## src/rtl/game_sequencer_pkg.sv

```systemverilog
// Shared definitions for the game sequencer: state encodings and default sizes.
package game_sequencer_pkg;

    localparam int DEF_N_LANES  = 8;
    localparam int DEF_LIST_LEN = 203;
    localparam int DEF_SCORE_W  = 20;

    typedef enum logic [1:0] {
        GS_IDLE  = 2'd0,
        GS_PLAY  = 2'd1,
        GS_DRAIN = 2'd2,
        GS_OVER  = 2'd3
    } game_state_t;

    typedef enum logic {
        F_IDLE = 1'b0,
        F_WAIT = 1'b1
    } fetch_state_t;

endpackage

```

## src/rtl/game_sequencer_if.sv

```systemverilog
// Bundle of the sequencer's player/lane/command-list signals.
// The sequencer side is the master; the lanes, buttons and command memory are the slave.
interface game_sequencer_if
    import game_sequencer_pkg::*;
#(
    parameter int N_LANES = DEF_N_LANES,
    parameter int SCORE_W = DEF_SCORE_W
);
    logic               start_btn;
    logic [N_LANES-1:0] lane_done;
    logic [N_LANES-1:0] lane_hit;
    logic [3:0]         cmd_rdata;
    logic [7:0]         cmd_addr;
    logic [N_LANES-1:0] lane_load;
    logic [3:0]         lane_cmd;
    logic [1:0]         game_state;
    logic [SCORE_W-1:0] score;
    logic [SCORE_W-1:0] max_score;
    logic               game_over;

    modport master (
        input  start_btn, lane_done, lane_hit, cmd_rdata,
        output cmd_addr, lane_load, lane_cmd, game_state, score, max_score, game_over
    );

    modport slave (
        output start_btn, lane_done, lane_hit, cmd_rdata,
        input  cmd_addr, lane_load, lane_cmd, game_state, score, max_score, game_over
    );

endinterface

```

## src/rtl/game_sequencer_rr_arbiter.sv

```systemverilog
// Combinational round-robin arbiter: picks the first pending lane at or after ptr.
module rr_arbiter
    import game_sequencer_pkg::*;
#(
    parameter int N_LANES = DEF_N_LANES,
    parameter int PW      = $clog2(N_LANES)
) (
    input  logic [N_LANES-1:0] pending,
    input  logic [PW-1:0]      ptr,
    output logic [N_LANES-1:0] grant,
    output logic               valid
);

    // Scan lanes ptr, ptr+1, ... wrapping at N_LANES; the first pending one wins.
    always_comb begin
        int idx;
        idx   = 0;
        grant = '0;
        valid = 1'b0;
        for (int i = 0; i < N_LANES; i++) begin
            idx = int'(ptr) + i;
            if (idx >= N_LANES)
                idx = idx - N_LANES;
            if (!valid && pending[PW'(idx)]) begin
                grant[PW'(idx)] = 1'b1;
                valid           = 1'b1;
            end
        end
    end

endmodule

```

## src/rtl/game_sequencer.sv

```systemverilog
// Game sequencer: runs a game over a command list, feeding one command per free lane,
// keeps the saturating score and the best score since reset.
module game_sequencer
    import game_sequencer_pkg::*;
#(
    parameter int N_LANES  = DEF_N_LANES,
    parameter int LIST_LEN = DEF_LIST_LEN,
    parameter int SCORE_W  = DEF_SCORE_W
) (
    input  logic               CLOCK_25,
    input  logic               rst_n,
    game_sequencer_if.master   bus
);

    localparam int                 PW        = $clog2(N_LANES);
    localparam logic [SCORE_W-1:0] SCORE_MAX = '1;
    localparam logic [7:0]         LAST_ADDR = 8'(LIST_LEN - 1);

    game_state_t        state;
    fetch_state_t       fetch;
    logic [N_LANES-1:0] pending;
    logic [N_LANES-1:0] grant;
    logic [N_LANES-1:0] grant_q;
    logic [N_LANES-1:0] grant_clear;
    logic               grant_valid;
    logic [PW-1:0]      ptr;
    logic [PW-1:0]      grant_idx;
    logic [PW-1:0]      ptr_next;
    logic               start_low_q;
    logic               start_edge;
    logic               in_game;
    logic [7:0]         cmd_addr_q;
    logic [SCORE_W-1:0] score_q;
    logic [SCORE_W-1:0] max_q;
    logic [SCORE_W:0]   score_sum;
    logic [SCORE_W-1:0] score_next;
    logic               over_q;

    rr_arbiter #(.N_LANES(N_LANES), .PW(PW)) u_arb (
        .pending (pending),
        .ptr     (ptr),
        .grant   (grant),
        .valid   (grant_valid)
    );

    // Start edge needs the previous sample to have been low; the register resets to 0
    // so a button held through reset release cannot start a game.
    always_comb begin
        start_edge = bus.start_btn & start_low_q;
        in_game    = (state == GS_PLAY) || (state == GS_DRAIN);
    end

    // Saturating score increment by the number of hits this cycle.
    always_comb begin
        score_sum  = {1'b0, score_q} + (SCORE_W + 1)'($countones(bus.lane_hit));
        score_next = score_sum[SCORE_W] ? SCORE_MAX : score_sum[SCORE_W-1:0];
    end

    // Decode the lane being loaded and the pointer value that follows it.
    always_comb begin
        grant_idx = '0;
        for (int i = 0; i < N_LANES; i++) begin
            if (grant_q[i])
                grant_idx = PW'(i);
        end
        ptr_next    = (grant_idx == PW'(N_LANES - 1)) ? '0 : grant_idx + 1'b1;
        grant_clear = (state == GS_PLAY && fetch == F_IDLE && grant_valid) ? grant : '0;
    end

    // Game and fetch state machine with all game registers.
    always_ff @(posedge CLOCK_25 or negedge rst_n) begin
        if (!rst_n) begin
            state       <= GS_IDLE;
            fetch       <= F_IDLE;
            pending     <= '0;
            ptr         <= '0;
            grant_q     <= '0;
            cmd_addr_q  <= '0;
            score_q     <= '0;
            max_q       <= '0;
            over_q      <= 1'b0;
            start_low_q <= 1'b0;
        end else begin
            start_low_q <= ~bus.start_btn;
            over_q      <= 1'b0;
            if (score_q > max_q)
                max_q <= score_q;
            if (in_game)
                score_q <= score_next;
            case (state)
                GS_IDLE, GS_OVER: begin
                    if (start_edge) begin
                        state      <= GS_PLAY;
                        fetch      <= F_IDLE;
                        score_q    <= '0;
                        cmd_addr_q <= '0;
                        pending    <= '1;
                        ptr        <= '0;
                    end
                end
                GS_PLAY: begin
                    case (fetch)
                        F_IDLE: begin
                            if (grant_valid) begin
                                grant_q <= grant;
                                fetch   <= F_WAIT;
                            end
                        end
                        F_WAIT: begin
                            fetch      <= F_IDLE;
                            cmd_addr_q <= cmd_addr_q + 8'd1;
                            ptr        <= ptr_next;
                            if (cmd_addr_q == LAST_ADDR)
                                state <= GS_DRAIN;
                        end
                    endcase
                    pending <= (pending & ~grant_clear) | bus.lane_done;
                end
                GS_DRAIN: begin
                    pending <= pending | bus.lane_done;
                    if (&pending) begin
                        state  <= GS_OVER;
                        over_q <= 1'b1;
                    end
                end
            endcase
        end
    end

    assign bus.cmd_addr   = cmd_addr_q;
    assign bus.lane_load  = (fetch == F_WAIT) ? grant_q : '0;
    assign bus.lane_cmd   = (fetch == F_WAIT) ? bus.cmd_rdata : 4'd0;
    assign bus.game_state = state;
    assign bus.score      = score_q;
    assign bus.max_score  = max_q;
    assign bus.game_over  = over_q;

endmodule

```

## src/flat_wrapper.sv

```systemverilog
// flat-port wrapper written by rule: the top's interface ports become plain ports
module game_sequencer_flat import game_sequencer_pkg::*;
#(
    parameter int N_LANES  = DEF_N_LANES,
    parameter int LIST_LEN = DEF_LIST_LEN,
    parameter int SCORE_W  = DEF_SCORE_W
)
  (CLOCK_25, rst_n, bus_start_btn, bus_lane_done, bus_lane_hit, bus_cmd_rdata, bus_cmd_addr, bus_lane_load, bus_lane_cmd, bus_game_state, bus_score, bus_max_score, bus_game_over);
  game_sequencer_if #(.N_LANES(N_LANES), .SCORE_W(SCORE_W)) bus_i ();
  input  logic CLOCK_25;
  input  logic rst_n;
  input wire logic [$bits(bus_i.start_btn)-1:0] bus_start_btn;
  input wire logic [$bits(bus_i.lane_done)-1:0] bus_lane_done;
  input wire logic [$bits(bus_i.lane_hit)-1:0] bus_lane_hit;
  input wire logic [$bits(bus_i.cmd_rdata)-1:0] bus_cmd_rdata;
  output wire logic [$bits(bus_i.cmd_addr)-1:0] bus_cmd_addr;
  output wire logic [$bits(bus_i.lane_load)-1:0] bus_lane_load;
  output wire logic [$bits(bus_i.lane_cmd)-1:0] bus_lane_cmd;
  output wire logic [$bits(bus_i.game_state)-1:0] bus_game_state;
  output wire logic [$bits(bus_i.score)-1:0] bus_score;
  output wire logic [$bits(bus_i.max_score)-1:0] bus_max_score;
  output wire logic [$bits(bus_i.game_over)-1:0] bus_game_over;
  assign bus_i.start_btn = bus_start_btn;
  assign bus_i.lane_done = bus_lane_done;
  assign bus_i.lane_hit = bus_lane_hit;
  assign bus_i.cmd_rdata = bus_cmd_rdata;
  assign bus_cmd_addr = bus_i.cmd_addr;
  assign bus_lane_load = bus_i.lane_load;
  assign bus_lane_cmd = bus_i.lane_cmd;
  assign bus_game_state = bus_i.game_state;
  assign bus_score = bus_i.score;
  assign bus_max_score = bus_i.max_score;
  assign bus_game_over = bus_i.game_over;
  game_sequencer #(.N_LANES(N_LANES), .LIST_LEN(LIST_LEN), .SCORE_W(SCORE_W)) u_core (.CLOCK_25(CLOCK_25), .rst_n(rst_n), .bus(bus_i));
endmodule
```

## config.mk

```make
export PLATFORM = sky130hd
export DESIGN_NAME = game_sequencer_flat
export DESIGN_NICKNAME = d
export VERILOG_FILES = /design/src/rtl/game_sequencer_pkg.sv /design/src/rtl/game_sequencer_if.sv /design/src/rtl/game_sequencer_rr_arbiter.sv /design/src/rtl/game_sequencer.sv /design/src/flat_wrapper.sv
export SDC_FILE = /design/constraint.sdc
export NUM_CORES = 1
export LEC_CHECK = 0
export ABC_AREA = 1
export BUFFER_PORTS_ARGS = -buffer_cell sky130_fd_sc_hd__buf_2
export CAP_MARGIN = 10
export CELL_PAD_IN_SITES_DETAIL_PLACEMENT = 1
export CELL_PAD_IN_SITES_GLOBAL_PLACEMENT = 2
export CORE_MARGIN = 1.5
export CORE_UTILIZATION = 32
export DETAILED_ROUTE_END_ITERATION = 6
export PLACE_DENSITY = 0.76
export SETUP_SLACK_MARGIN = 0.1
export SYNTH_ARGS = -nofsm -noshare
export SYNTH_HDL_FRONTEND = slang
export SYNTH_SLANG_ARGS = --single-unit
```

## constraint.sdc

```tcl
create_clock -name CLOCK_25 -period 3.9 [get_ports CLOCK_25]
set_input_delay 0 -clock CLOCK_25 [delete_from_list [all_inputs] [get_ports CLOCK_25]]
set_output_delay 0 -clock CLOCK_25 [all_outputs]
set_load 0.05 [all_outputs]
```

==> results of run 1 <==
==> power by group through the flow <==
stage / combinational (W) / sequential (W) / clock (W)
finish: 0.00278 / 0.00111 / 0.000877
detailed placement: 0.00280 / 0.00112 / 0
global placement: 0.00273 / 0.00112 / 0
CTS: 0.00282 / 0.00111 / 0.000899
global route: 0.00310 / 0.00114 / 0.000934
floorplan: 0.00163 / 0.00152 / 0
==> worst min-delay path: cells and delay by family <==
family / cells / cell delay [ns]
buf+inv: 2 / 0.15
simple gates: 3 / 0.16
==> metal layers <==
metal	vias up	global-route usage, %	routed length (um)
met1	2650	24.55	7485
met3	25	3.333	524
met2	94	35.10	8501
met5	-	0	0
met4	0	6.410	388
li1	2671	-	-
==> flip-flops by register name, indices dropped and copies added (netlist names) <==
name                   count
u_core.bus.game_over       1
u_core.grant_q             8
u_core.bus.score          20
u_core.start_low_q         1
u_core.bus.cmd_addr        8
u_core.bus.game_state      2
u_core.fetch               1
u_core.ptr                 3
u_core.bus.max_score      20
u_core.pending             8
==> synthesized netlist by cell type (3+ instances only) <==
master,count
inv_2,5
nor4_1,5
xor2_1,3
nand3_2,9
o211ai_1,3
o21ai_0,54
a21oi_1,31
dfrtp_1,72
nor3_1,36
nand3_1,69
nand2_2,3
o22ai_1,4
nand2_1,184
inv_1,118
fa_1,6
nand4_1,14
or2_2,3
o21ai_1,5
clkbuf_1,14
buf_2,6
ha_1,42
nor2_1,54
==> path summary, 6_finish.rpt <==
| kind | start | end | slack, ns | depth (start not counted) |
|---|---|---|---|---|
| worst max-delay path | bus_lane_hit[0] | u_core.bus.score[12] | 0.58 | 15 |
| worst min-delay path | bus_lane_done[3] | u_core.pending[3] | 0.004 | 5 |
| worst max register to register | u_core.bus.score[1] | u_core.bus.score[12] | 0.60 | 12 |
| worst min register to register | u_core.grant_q[0] | u_core.grant_q[0] | 0.49 | 2 |
| max in group asynchronous | rst_n | u_core.grant_q[3] | 2.92 | 2 |
| min in group asynchronous | rst_n | u_core.bus.max_score[17] | 0.35 | 2 |
==> kinds of logic (layout without fill, tap and decap cells) <==
family / Yosys count / in the layout / share of synthesized area (%)
xor gates and xnor gates: 5 / 5 / 0.9493
DFF: 72 / 72 / 33.33
AOI/OAI and AO/OA: 106 / 106 / 10.56
adders and majority gates: 48 / 48 / 11.94
buffers and inverters: 146 / 241 / 10.56
and+or+nand+nor: 387 / 387 / 32.66
==> area by class of cell <==
type                    count  area, um^2
multi-input cells         546        3033
flip-flops and latches     72        1802
inverters                 123       461.7
clock buffers              11       232.7
clock inverters             4       70.07
fillers                  2116       10070
well taps                 220       275.3
repair buffers            103       583.1
==> timing repair <==
action	4_1_cts	5_1_grt
endpoints found under the setup margin	0	0
hold buffers	8	0
hold endpoints to repair	79	0
==> stage by stage <==
stage / cells / utilization (%) / hold slack [ns] / worst slack (ns)
3_3_place_gp: 1056 / 36.76 / 0.1610 / 0.3418
4_1_cts: 1079 / 39.08 / 0.01177 / 0.5606
5_1_grt: 1079 / 39.08 / 0.02420 / 0.3511
6_report: 1079 / 39.08 / 0.004154 / 0.5789
3_5_place_dp: 1056 / 36.76 / 0.1690 / 0.2031
2_1_floorplan: 764 / - / -0.2956 / 0.5118
==> results.toml, run 1 <==
[run_status]
status = "completed"

[timing]
fmax_ghz = 0.3011
worst_pin_slew_ns = 0.9663
hold_viol = 0
slew_headroom_pct = 35.58
final_max_slew_viol_count = 0
clock_skew_ns = 0.005714
rsz0062_at_grt = "no"
finalSetupTns_ns = 0
fin_crit_sh_pct = 85.16
setup_viol = 0
fin_crit_ns = 3.321

[drt]
vias_per_cell = 5.042
final_antenna_net_count = 0
drt-initial-drc-count = 201
wire_per_inst_um = 15.66
vias = 5440
drc = 0
routed_wl_um = 16900
drt_pass1_iterations = 4

[die]
floorplan.initialDensity_pct = 32.71
die_area_um2 = 17680
num_rows = 47
ios = 86
fp.coreArea_um2 = 16520
die_h_um = 133.0
die_x_um = 133.0

[clocking]
root_buffer = "clkbuf_16"
htree_levels = 3
path_clk_slew_ns = 0.05
numCtsBuffers = 9
clk_path_buf_depth = 2
cts_tree = "built"
numClockSinks = 72
postCtsSetupBuffers = 0
post_cts_resized = 0
clk_latency_ns = 0.34

[global_routing]
first_global_vias = 5498
antenna_found_initial = 0
overflow = 0
grt_pass1_wl_um = 27970
grt_usage_pct = 19.86
grt_start_max_net_pins = 73

[worst_setup_path]
path_class = "in -> reg"
cp-end-kind = "flop"
cp.required_ns = 4.10
worstPathMaxFanout = 16
crit_buf_inv = 4
crit_top_cell = "fa_1"
arrival_ns = 3.52
crit_slowest_cell = "fa_1"
path_cells = "buf_2, ha_1, inv_1, fa_1, fa_1, inv_1, fa_1, fa_1, a31oi_1, nor3_1, nand2_1, inv_1, nand3_1, or2_2, o21ai_0"
start_kind = "primary input"
cpPeakStageDelay_ns = 0.51
cp_top_family = "adder cells"

[synthesis]
synth-edff-count = 0
synthCells = 764
yosysWarnings = 0
ys_ff_latch = 72
avgSynthCellArea_um2 = 7.075
ys_types = 40
syn_nets = 835
yosys.area.top_type = "dfrtp_1"
synth_ff_type = "dfrtp_1"
synth.area.top_cells = "dfrtp_1, nand2_1, ha_1"
synth-async-reset-ratio_pct = 100.0
synth_area_um2 = 5405
yosys.area.top_type_share_pct = 33.33
yosysSeqAreaShare_pct = 33.33

[layout]
final_cell_mix = "nand2_1, inv_1, buf_2, dfrtp_1, nand3_1"
nets = 926
area_delta_synth_final_pct = 19.47
antenna_cells = 0
drive_above_1_share_pct = 15.83
layout_commonest_cell = "nand2_1"
final_area_um2 = 6457

[placed_design]
port-buffer-count = 85
place_congestion = 0.8264
placedInstanceArea_um2 = 6075
hpwl_um = 13280

[pwr]
p_clk_share_pct = 18.4
ir_drop_mv = 0.3698
pwr-share-seq_pct = 23.3
p_total_w = 0.004762
switching_share_pct = 52.96
p_int_w = 0.002240
p_per_area_nw_per_um2 = 737.4
p_comb_share_pct = 58.3
p_sw_w = 0.002522
p_leak_nw = 3.461

[job]
max_cap_viol_count = 0

[hold_path]
hp-class = "in -> reg"
No activity file was read; power rests on OpenSTA's default activity.
==> run 2, diff against run 1 <==
Settings changed: CORE_UTILIZATION 32 to 33, CTS_BUF_LIST set to sky130_fd_sc_hd__clkbuf_8, PLACE_DENSITY 0.76 to 0.79.
==> run 2 against run 1 <==
  * First-iteration DRC count shrank 10%
  * Final cell count is essentially flat
  * Critical path type is now reg -> reg
  * Largest cell class unchanged
  * Largest power group unchanged
  * Core utilization grew 0.96 points
==> results.toml, run 2 (same netlist as run 1, synthesis figures left out) <==
[run_status]
status = "completed"

[global_routing]
overflow = 0
grt_usage_pct = 20.24
grt_start_max_net_pins = 73
grt_pass1_wl_um = 27010
antenna_found_initial = 0
first_global_vias = 5428

[timing]
layout_setup_ws_ns = 0.6133
hold_viol = 0
slew_headroom_pct = 36.06
fmax_ghz = 0.3043
holdWs_ns = 0.3289
worst_pin_slew_ns = 0.9591
fin_crit_sh_pct = 84.27
fin_crit_ns = 3.287
clock_skew_ns = 0.01772
finalSetupTns_ns = 0
final_max_slew_viol_count = 0
rsz0062_at_grt = "no"
setup_viol = 0

[clocking]
cts_tree = "built"
path_clk_slew_ns = 0.10
clk_path_buf_depth = 2
numClockSinks = 72
root_buffer = "clkbuf_8"
post_cts_resized = 0
ctsHoldBuffers = 10
clk_latency_ns = 0.37
htree_levels = 3
postCtsSetupBuffers = 0
numCtsBuffers = 9

[worst_setup_path]
cp-end-kind = "flop"
timing.rr.start = "u_core.bus.score[1]"
worstPathMaxFanout = 16
ff2ff_setup_slack_ns = 0.61
start_kind = "flop"
cp.required_ns = 4.12
arrival_ns = 3.50
timing.rr.end = "u_core.bus.score[14]"
reg2reg_depth = 12
path_class = "reg -> reg"

[layout]
final_area_um2 = 6382
layout_commonest_cell = "nand2_1"
nets = 928
drive_above_1_share_pct = 16.13
multi_input_area_um2 = 3033
regArea_um2 = 1802
antenna_cells = 0
nFillCells = 2083
final_cell_mix = "nand2_1, inv_1, buf_2, dfrtp_1, nand3_1"
area_delta_synth_final_pct = 18.08

[die]
fp.coreArea_um2 = 15940
die_area_um2 = 17160
die_x_um = 131.0
ios = 86
die_h_um = 131.0
num_rows = 46
floorplan.initialDensity_pct = 33.90

[job]
max_cap_viol_count = 0

[hold_path]
min_path_cells = 3
worstHoldEndpoint = "u_core.start_low_q"
hp-class = "in -> reg"
hp-start = "bus_start_btn"

[placed_design]
port-buffer-count = 85
placedInstanceArea_um2 = 6070
place_congestion = 0.8423
hpwl_um = 13070
pre_cts_slack_ns = 0.2174

[drt]
drc = 0
drt_pass1_iterations = 4
final_antenna_net_count = 0
drt-initial-drc-count = 180
vias = 5371
routed_wl_um = 16600
wire_per_inst_um = 15.40
vias_per_cell = 4.982

[pwr]
ir_drop_mv = 0.2610
p_leak_nw = 3.426
p_per_area_nw_per_um2 = 717.3
-- run 2: changes by cell type in the layout (fill, tap and decap cells not counted), moves of 2 or more --
cell,change
clkbuf_16,-9
dlygate4sd3_1,+2
clkinv_2,-2
inv_6,+2
clkbuf_1,-2
clkbuf_8,+10
-- run 2: cell type report --
type / count / share of cell area (%)
sequential: 72 / 28.23
clock inverter: 6 / 1.176
tap: 216 / 4.234
timing repair buffer: 105 / 9.449
clock buffer: 10 / 2.156
inverter: 123 / 7.234
multi-input combinational: 546 / 47.52
-- run 2: worst max-delay path by stage --
stage / start / endpoint / slack (ns) / cells after the start
after floorplan: u_core.bus.score[1] / u_core.bus.score[17] / 0.51 / 14
after global placement: bus_lane_hit[0] / u_core.bus.score[5] / 0.34 / 15
after detailed placement: bus_lane_hit[0] / u_core.bus.score[13] / 0.22 / 15
after CTS: u_core.bus.score[1] / u_core.bus.score[14] / 0.59 / 12
after global routing: u_core.bus.score[1] / u_core.bus.score[4] / 0.34 / 12
final: u_core.bus.score[1] / u_core.bus.score[14] / 0.61 / 12
-- run 2: metrics by stage --
stage | util [%] | power [W] | std cells
detailed placement | 38.07 | 0.003937 | 1052
floorplan | - | 0.003153 | 764
finish | 40.03 | 0.004578 | 1078
global route | 40.03 | 0.004986 | 1078
global placement | 38.07 | 0.003846 | 1052
CTS | 40.03 | 0.004631 | 1078
-- run 2: critical path, cell delays in order (launching register included) --
cell and delay [ns]:
dfrtp_1 0.43, inv_1 0.11, fa_1 0.54, inv_1 0.05, fa_1 0.40, fa_1 0.42
a31oi_1 0.27, nor3_1 0.12, nand2_1 0.13, inv_1 0.07, nand3_1 0.13, or2_2 0.33
o21ai_0 0.14
-- run 2: per-layer routing --
metal	share of wire, %	vias up	global-route usage [%]
li1	-	2673	-
met5	0	-	0
met3	2.4	11	3.420
met1	47	2607	25.79
met2	49	80	35.69
met4	1.2	0	4.783
-- run 2: power breakdown --
part / switching, W / internal, W
sequential: 0.000187 / 0.000923
combinational: 0.00204 / 0.000764
clock: 0.000340 / 0.000323
total: 0.00257 / 0.00201
==> run 3, diff against run 2 <==
Settings changed: CORE_UTILIZATION 33 to 30, PLACE_DENSITY 0.79 to 0.75.
Clock period 3.9 ns to 2.8 ns, I/O delays scaled along.
==> run 3 against run 2 <==
  * Clock power grew 28%
  * Clock skew shrank 0.0066 ns
  * Clock-buffer cell count is the same
  * Register-to-register slack lost 0.52 ns
==> results.toml, run 3 (same netlist as run 1, synthesis figures left out) <==
[global_routing]
grt_start_max_net_pins = 73
antenna_found_initial = 0
grt_usage_pct = 20.07
overflow = 0
grt_pass1_wl_um = 29380
first_global_vias = 5812

[pwr]
p_leak_nw = 3.628
ir_drop_mv = 0.5430
p_total_w = 0.006645
p_per_area_nw_per_um2 = 974.1

[layout]
nFillCells = 2253
area_delta_synth_final_pct = 26.20
layout_commonest_cell = "nand2_1"
nets = 966
final_cell_mix = "nand2_1, inv_1, buf_2, dfrtp_1, nand3_1"
multi_input_area_um2 = 3162
regArea_um2 = 1803
finalNonFillerCells = 1125
drive_above_1_share_pct = 22.56
antenna_cells = 0

[timing]
rsz0062_at_grt = "yes"
fin_crit_ns = 2.754
setup_viol = 0
final_max_slew_viol_count = 0
fmax_ghz = 0.3631
clock_skew_ns = 0.01111
slew_headroom_pct = 35.16
holdWs_ns = 0.3059
hold_viol = 0
worst_pin_slew_ns = 0.9725
fin_crit_sh_pct = 98.36

[drt]
final_antenna_net_count = 0
vias = 5541
wire_per_inst_um = 15.99
routed_wl_um = 17980
vias_per_cell = 4.925
drc = 0
drt_pass1_iterations = 4
drt-initial-drc-count = 263

[worst_setup_path]
path_class = "in -> reg"
crit_slowest_cell = "fa_1"
cp-end-kind = "flop"
worstPathMaxFanout = 8
start_kind = "primary input"
cpPeakStageDelay_ns = 0.52
path_cells = "buf_6, ha_4, inv_2, fa_1, fa_1, inv_1, fa_2, fa_2, a31oi_4, nor3_2, nand2_1, inv_2, nand3_4, or2_4, o211ai_1"
cp_top_family = "adder cells"
cp.required_ns = 3.05
arrival_ns = 3.00
crit_buf_inv = 4

[hold_path]
hp-class = "in -> async"

[die]
ios = 86
num_rows = 48
die_x_um = 137.2
fp.coreArea_um2 = 17480
floorplan.initialDensity_pct = 30.93
die_h_um = 137.2
die_area_um2 = 18830

[clocking]
path_clk_slew_ns = 0.09
htree_levels = 3
clk_latency_ns = 0.38
root_buffer = "clkbuf_8"
cts_tree = "built"
numClockSinks = 72
numCtsBuffers = 9
clk_path_buf_depth = 2

[placed_design]
port-buffer-count = 85
hpwl_um = 14180
place_congestion = 0.8617
placed_cells = 1097

[job]
max_cap_viol_count = 0

[run_status]
status = "completed"
==> run 3: cell type report <==
| type | instances | share of cell area [%] |
|---|---|---|
| Clock buffer | 10 | 2.018 |
| Multi-Input combinational cell | 547 | 46.35 |
| Inverter | 123 | 6.805 |
| Tap cell | 225 | 4.127 |
| Clock inverter | 6 | 0.7704 |
| Sequential cell | 72 | 26.43 |
| Timing Repair Buffer | 142 | 13.50 |
==> run 3: per-layer routing <==
layer | routed length (um) | global-route usage, % | up-vias | part of all wire (%)
met5 | 0 | 0 | - | 0
met2 | 8920 | 35.01 | 88 | 50
li1 | - | - | 2738 | -
met4 | 293 | 5.088 | 0 | 1.6
met3 | 541 | 3.753 | 18 | 3.0
met1 | 8228 | 25.52 | 2697 | 46
==> run 3: report_power, final <==
| part | switching [W] | total [W] | leakage (nW) | internal (W) |
|---|---|---|---|---|
| sequential | 0.000225 | 0.00151 | 0.917 | 0.00129 |
| clock | 0.000423 | 0.000848 | 0.108 | 0.000425 |
| combinational | 0.00299 | 0.00428 | 2.60 | 0.00129 |
| total | 0.00364 | 0.00664 | 3.63 | 0.00300 |
==> run 3: path summary, 6_finish.rpt <==
check	end	start	slack, ns	cells past startpoint
worst max-delay path	u_core.bus.score[5]	bus_lane_hit[0]	0.05	15
worst min-delay path	u_core.bus.max_score[3]	rst_n	0.31	2
worst max register to register	u_core.bus.score[5]	u_core.bus.score[1]	0.09	12
worst min register to register	u_core.grant_q[0]	u_core.grant_q[0]	0.50	2
max in group asynchronous	u_core.bus.cmd_addr[2]	rst_n	1.84	2
min in group CLOCK_25	u_core.start_low_q	bus_start_btn	0.32	3
==> run 3: stage by stage <==
stage / TNS, ns / area (um^2) / utilization [%] / setup WS (ns)
finish: 0 / 6822 / 39.03 / 0.04604
global placement: -7.374 / 6422 / 36.75 / -0.4547
detailed placement: -8.934 / 6422 / 36.75 / -0.5463
global route: -0.7077 / 6822 / 39.03 / -0.07488
CTS: 0 / 6792 / 38.86 / 0.03318
floorplan: -3.666 / 5482 / - / -0.2665
==> run 3: what timing repair did <==
action / in CTS / in global routing
endpoints found under the hold margin: 81 / 0
hold buffers: 10 / 0
gates resized for setup: 19 / 16
gates cloned: 1 / 0
buffers inserted: 1 / 0
pin swaps: 16 / 3
setup endpoints to repair: 16 / 35
